<file path="src/rtl/spi_pkg.sv">
// Shared types and constants for the SPI slave frame sequencer.
package spi_pkg;

  typedef enum logic [2:0] {
    IDLE,
    CHK_CMD,
    WRITE,
    READ_ADD,
    READ_DATA,
    READ_WAIT,
    TX,
    DONE
  } spi_state_t;

  localparam logic [3:0] FRAME_LAST = 4'd11;
  localparam logic       CMD_WRITE  = 1'b0;
  localparam logic       CMD_READ   = 1'b1;

  // A read command is an address frame until an address has been captured.
  function automatic spi_state_t decode_cmd(input logic cmd, input logic have_addr);
    case (cmd)
      CMD_WRITE: return WRITE;
      CMD_READ:  return have_addr ? READ_DATA : READ_ADD;
      default:   return WRITE;
    endcase
  endfunction

endpackage

</file>
<file path="src/rtl/spi_tx_shifter.sv">
// Read-back serialiser: parallel load, MSB-first shift onto miso, done on the last bit.
module spi_tx_shifter #(
  parameter int TX_BITS = 8
) (
  input  logic               clk,
  input  logic               rst,
  input  logic               load,
  input  logic               clr,
  input  logic [TX_BITS-1:0] data,
  output logic               miso,
  output logic               done
);

  localparam int CW = $clog2(TX_BITS);

  logic [TX_BITS-1:0] sh_q, sh_d;
  logic [CW-1:0]      cnt_q, cnt_d;
  logic               act_q, act_d;
  logic               miso_q, miso_d;

  // The MSB goes straight to miso on load so the first bit shows one cycle after the strobe.
  always_comb begin
    sh_d   = sh_q;
    cnt_d  = cnt_q;
    act_d  = act_q;
    miso_d = miso_q;
    if (clr) begin
      act_d  = 1'b0;
      miso_d = 1'b0;
    end else if (load) begin
      miso_d = data[TX_BITS-1];
      sh_d   = {data[TX_BITS-2:0], 1'b0};
      cnt_d  = CW'(TX_BITS - 1);
      act_d  = 1'b1;
    end else if (act_q) begin
      if (cnt_q == '0) begin
        act_d  = 1'b0;
        miso_d = 1'b0;
      end else begin
        miso_d = sh_q[TX_BITS-1];
        sh_d   = {sh_q[TX_BITS-2:0], 1'b0};
        cnt_d  = cnt_q - 1'b1;
      end
    end
  end

  always_ff @(posedge clk) begin
    if (rst) begin
      sh_q   <= '0;
      cnt_q  <= '0;
      act_q  <= 1'b0;
      miso_q <= 1'b0;
    end else begin
      sh_q   <= sh_d;
      cnt_q  <= cnt_d;
      act_q  <= act_d;
      miso_q <= miso_d;
    end
  end

  assign miso = miso_q;
  assign done = act_q && (cnt_q == '0);

endmodule

</file>
<file path="src/rtl/spi_slave_ctrl.sv">
// SPI slave frame sequencer: command decode, deserializer control, read-back on miso.
// Define SPI_CTRL_TIMEOUT_EN to bound the wait for tx_valid to TIMEOUT_CYC cycles.
module spi_slave_ctrl
  import spi_pkg::*;
#(
  parameter int TX_BITS     = 8,
  parameter int TIMEOUT_CYC = 16
) (
  input  logic               clk,
  input  logic               rst,
  input  logic               ss_n,
  input  logic               mosi,
  input  logic [TX_BITS-1:0] tx_data,
  input  logic               tx_valid,
  output logic               dser_en,
  output logic [3:0]         edge_cnt,
  output logic [3:0]         reg_mosi,
  output logic               miso,
  output logic               busy,
  output logic               err
);

  spi_state_t state_q, state_d;
  logic       have_addr_q, have_addr_d;
  logic       dser_en_q, dser_en_d;
  logic [3:0] edge_cnt_q, edge_cnt_d;
  logic [3:0] reg_mosi_q, reg_mosi_d;
  logic       busy_q, busy_d;
  logic       err_q, err_d;
  logic       abort;
  logic       tx_load, tx_clr, tx_done;
  logic       tmo_hit;

`ifdef SPI_CTRL_TIMEOUT_EN
  localparam int WCW = $clog2(TIMEOUT_CYC + 1);
  logic [WCW-1:0] wait_cnt_q, wait_cnt_d;

  assign wait_cnt_d = (state_q == READ_WAIT) ? wait_cnt_q + 1'b1 : '0;
  assign tmo_hit    = (wait_cnt_q == WCW'(TIMEOUT_CYC - 1));

  always_ff @(posedge clk) begin
    if (rst) wait_cnt_q <= '0;
    else     wait_cnt_q <= wait_cnt_d;
  end
`else
  logic unused_timeout;
  assign unused_timeout = (TIMEOUT_CYC != 0);
  assign tmo_hit        = 1'b0;
`endif

  always_comb begin
    state_d     = state_q;
    have_addr_d = have_addr_q;
    dser_en_d   = 1'b0;
    edge_cnt_d  = 4'd0;
    err_d       = err_q;
    abort       = 1'b0;
    tx_load     = 1'b0;
    reg_mosi_d  = ss_n ? reg_mosi_q : {reg_mosi_q[2:0], mosi};

    case (state_q)
      IDLE: begin
        if (!ss_n) state_d = CHK_CMD;
      end
      CHK_CMD: begin
        if (ss_n) begin
          abort = 1'b1;
        end else begin
          state_d    = decode_cmd(mosi, have_addr_q);
          edge_cnt_d = 4'd1;
          dser_en_d  = 1'b1;
        end
      end
      WRITE, READ_ADD, READ_DATA: begin
        // Completion is checked before ss_n so a frame ending as ss_n rises still counts.
        if (edge_cnt_q == FRAME_LAST) begin
          if (state_q == READ_DATA) begin
            have_addr_d = 1'b0;
            state_d     = READ_WAIT;
          end else begin
            if (state_q == READ_ADD) have_addr_d = 1'b1;
            state_d = DONE;
          end
        end else if (ss_n) begin
          abort = 1'b1;
        end else begin
          edge_cnt_d = edge_cnt_q + 4'd1;
          dser_en_d  = (edge_cnt_q != FRAME_LAST - 4'd1);
        end
      end
      READ_WAIT: begin
        if (ss_n) begin
          abort = 1'b1;
        end else if (tx_valid) begin
          tx_load = 1'b1;
          state_d = TX;
        end else if (tmo_hit) begin
          err_d   = 1'b1;
          state_d = DONE;
        end
      end
      TX: begin
        if (ss_n)         abort   = 1'b1;
        else if (tx_done) state_d = DONE;
      end
      DONE: begin
        if (ss_n) state_d = IDLE;
      end
      default: state_d = IDLE;
    endcase

    if (abort) begin
      state_d    = IDLE;
      err_d      = 1'b1;
      dser_en_d  = 1'b0;
      edge_cnt_d = 4'd0;
    end

    tx_clr = abort;
    busy_d = (state_d != IDLE);
  end

  always_ff @(posedge clk) begin
    if (rst) begin
      state_q     <= IDLE;
      have_addr_q <= 1'b0;
      dser_en_q   <= 1'b0;
      edge_cnt_q  <= 4'd0;
      reg_mosi_q  <= 4'd0;
      busy_q      <= 1'b0;
      err_q       <= 1'b0;
    end else begin
      state_q     <= state_d;
      have_addr_q <= have_addr_d;
      dser_en_q   <= dser_en_d;
      edge_cnt_q  <= edge_cnt_d;
      reg_mosi_q  <= reg_mosi_d;
      busy_q      <= busy_d;
      err_q       <= err_d;
    end
  end

  spi_tx_shifter #(.TX_BITS(TX_BITS)) u_tx (
    .clk  (clk),
    .rst  (rst),
    .load (tx_load),
    .clr  (tx_clr),
    .data (tx_data),
    .miso (miso),
    .done (tx_done)
  );

  assign dser_en  = dser_en_q;
  assign edge_cnt = edge_cnt_q;
  assign reg_mosi = reg_mosi_q;
  assign busy     = busy_q;
  assign err      = err_q;

endmodule

</file>
<file path="config.mk">
export PLATFORM = sky130hd
export DESIGN_NAME = spi_slave_ctrl
export DESIGN_NICKNAME = d
export VERILOG_FILES = /design/src/rtl/spi_pkg.sv /design/src/rtl/spi_tx_shifter.sv /design/src/rtl/spi_slave_ctrl.sv
export SDC_FILE = /design/constraint.sdc
export NUM_CORES = 1
export LEC_CHECK = 0
export ABC_AREA = 1
export BUFFER_PORTS_ARGS = -buffer_cell sky130_fd_sc_hd__buf_2
export CAP_MARGIN = 20
export CORE_MARGIN = 3
export CORE_UTILIZATION = 25
export DETAILED_ROUTE_END_ITERATION = 7
export PLACE_DENSITY = 0.5
export SYNTH_ARGS = -nofsm -noshare
export SYNTH_HDL_FRONTEND = slang
export SYNTH_SLANG_ARGS = --single-unit
export TNS_END_PERCENT = 100
</file>
<file path="constraint.sdc">
create_clock -name clk -period 3.2 [get_ports clk]
set_input_delay 0.48 -clock clk [delete_from_list [all_inputs] [get_ports clk]]
set_output_delay 0.48 -clock clk [all_outputs]
set_load 0.01 [all_outputs]
</file>
==> results.cfg <==
[place]
gp_congestion = 0.746
place_area_sq_mm = 0.00156
pre_cts_slack_ps = 1630
dp_hpwl_mm = 2.22
port_buffers = 24

[status]
status = finished, final reports clean

[synthesis]
synth-simple-area-share_pct = 33.8
ys_top_cells_by_area = dfxtp_1 (39%), nand2_1 (13%), nor2_1 (11%)
synthArstFlopShare_pct = 0
syn_nets = 219
synth_enable_flop_cells = 0
synth_area_leader_cell = dfxtp_1
synth_top_family_by_area = simple AND/OR/NAND/NOR gates
synth_compound_area_share_pct = 11.1
synth_mux_area_share_pct = 0
postSynthCellCount = 202
synthFlopType = dfxtp_1
ys_ff_latch = 27
synthXorXnorAreaFrac_pct = 1.88
yosysSeqAreaShare_pct = 38.6
yosys.cell_types.count = 28
synth_top_area_share_pct = 38.6
synth_fa_ha_area_share_pct = 3.57
synth.yosys.warnings = 0
synth.most_common_cell = nand2_1
netlist_area_sq_mm = 0.00140
yosys-top-cells-count = nand2_1 (47), nor2_1 (41), dfxtp_1 (27), inv_1 (20), a21oi_1 (10)
synth_area_per_cell_sq_um = 6.93

[cells_and_area]
design_area_sq_mm = 0.00160
fill_cells = 603
area_delta_synth_final_pct = 14.6
multi_input_area_sq_um = 704
drive_gt1_share_pct = 20.4
regArea_sq_um = 541
n_antenna_cell = 0
nets = 243

[drt]
drc = 0
num_vias = 1241
dr.first_iter.drc_count = 54
routed_via_density = 4.21
postRouteAntennaNets = 0
wl_per_cell_um = 9.99
drtPass1Iterations = 4
wl_mm = 2.95

[power_and_ir_drop]
power_frac_seq_pct = 57.0
clkPwrFrac_pct = 30.9
power.switching_mw = 0.164
p_comb_share_pct = 12.0
leakage_nw = 0.782
internal_power_mw = 0.465
peakVddDrop_mv = 0.178
netSwitchingFraction_pct = 26.1
power_density_mw_per_mm2 = 392

[floorplanning]
dieHeight_um = 80.8
rows = 26
die_x_um = 80.8
ioPinCount = 25
core_area_sq_mm = 0.00527
die-area_sq_mm = 0.00653
initial_core_util_pct = 26.6

[cts]
htreeDepth = 1
clkTransAtPathRegs_ps = 90
clk_latency_ps = 270
ctsResizeCount = 0
cts_root_buf = clkbuf_8
post-cts-setup-buffer-count = 0
cts_buffer_depth = 2
cts_sinks = 27
cts_hold_buf = 0
cts_tree = built
cts-buffers-inserted = 3

[setup_path]
crit_chain = ha_1 > nand3_1 > nand2_1 > inv_1 > nand2_2 > nand2_1 > nor2_2 > inv_2 > a21oi_1
r2r_cells = 9
reg2reg_from = edge_cnt[0]
cp.required_ps = 3410
end_kind = flop
worstSetupPathType = reg -> reg
cp-startpoint = edge_cnt[0]
critPathMaxFanout = 5
slowest_stage = dfxtp_1
cpLargestDelayFamily = simple AND/OR/NAND/NOR gates
r2r_slack_ps = 1700
crit_cells = 9
worstSetupEndpoint = state_q[2]
r2r_end = state_q[2]
cpPeakStageDelay_ps = 380
critPathBufInv = 2
critPathLaunchType = flop
crit_path_frequent_cell = nand2_1
critPathArrivalTime_ps = 1710

[min_path]
min_path_type = in -> reg
hold_path_depth = 2
hold_start = rst

[global_route]
grt.overflow.total = 0
antenna_found_initial = 0
grt_pass1_wl_mm = 5.10
grt_usage_pct = 9.88
grt_pass1_vias = 1063
grt_max_degree = 18

[sta]
fin_crit_ps = 1500
rsz0062_at_grt = false
slew_headroom_pct = 69.1
setup_viol = 0
hold_violations = 0
finalCritPeriodShare_pct = 47.0
holdWs_ps = 449
worst_clock_skew_ps = 3.78
max_clock_freq_ghz = 0.665
drv_slew = 0
tns_ps = 0
tightest_slew_ps = 464
fin_ws_ps = 1700

[job]
cap_violations = 0
-- area by class of cell --
class	instances	share of cell area, %
tap	70	5.46
sequential	27	33.7
clock buffer	4	2.81
timing repair buffer	24	7.49
multi-input combinational	143	43.9
inverter	27	6.63
-- worst min path at each step --
stage	slack, ps	to
2_1_floorplan	430	u_tx.sh_q[1]
3_3_place_gp	460	u_tx.sh_q[1]
3_5_place_dp	460	u_tx.sh_q[1]
4_1_cts	440	u_tx.sh_q[1]
5_1_grt	450	u_tx.sh_q[1]
6_report	450	u_tx.cnt_q[2]
-- registers in the layout (all words and copies together) (netlist names) --
register and flops:
u_tx.act_q 1, u_tx.sh_q 7, err 1, u_tx.miso 1, edge_cnt 4, busy 1
state_q 3, have_addr_q 1, dser_en 1, u_tx.cnt_q 3, reg_mosi 4
-- power by group through the flow --
stage | registers, mW | logic [mW] | clock network [mW]
after floorplan | 0.365 | 0.0523 | 0
after global placement | 0.367 | 0.0760 | 0
after detailed placement | 0.366 | 0.0766 | 0
after CTS | 0.359 | 0.0768 | 0.207
after global routing | 0.361 | 0.0873 | 0.220
final | 0.359 | 0.0757 | 0.195
-- worst reg2reg max path: stages (launching register included) --
cell     delay [ps]
dfxtp_1         380
ha_1            200
nand3_1         170
nand2_1         100
inv_1            50
nand2_2         110
nand2_1          90
nor2_2          170
inv_2            80
a21oi_1         110
-- through the flow --
| step | instances | power, mW | util (%) |
|---|---|---|---|
| global route | 295 | 0.669 | 30.4 |
| floorplan | 202 | 0.418 | - |
| CTS | 295 | 0.643 | 30.4 |
| global placement | 291 | 0.443 | 29.6 |
| finish | 295 | 0.629 | 30.4 |
| detailed placement | 291 | 0.443 | 29.6 |
-- cells by family after synthesis --
logic type                 after synthesis
AOI/OAI and AO/OA                       27
and+or+nand+nor                        109
buffers and inverters                   32
xor gates and xnor gates                 3
DFF                                     27
adders and majority gates                4
-- layout by cell type, fill, tap and decap left out --
cell type / n
nand2_4: 1
xnor2_1: 2
clkbuf_8: 3
dfxtp_1: 27
inv_6: 1
nand2_1: 47
xor2_1: 1
a21oi_1: 10
a21oi_2: 1
inv_1: 20
nand3_1: 7
o21ai_0: 7
nand4_1: 4
o21ai_1: 6
nor2_2: 1
and2_1: 1
nor2_1: 41
o22ai_1: 1
o21ai_4: 1
clkbuf_1: 1
nand3_2: 1
ha_1: 4
nand3_4: 1
nand2_2: 5
o21ai_2: 1
buf_2: 24
inv_2: 6
-- layer usage --
| layer | GRT usage (%) | vias to the layer above | part of all wire [%] |
|---|---|---|---|
| li1 | - | 673 | - |
| met1 | 15.1 | 535 | 53 |
| met2 | 13.5 | 28 | 41 |
| met3 | 1.66 | 5 | 3.4 |
| met4 | 4.05 | 0 | 1.9 |
| met5 | 0 | - | 0 |
Power figures use the tool's default switching activity.
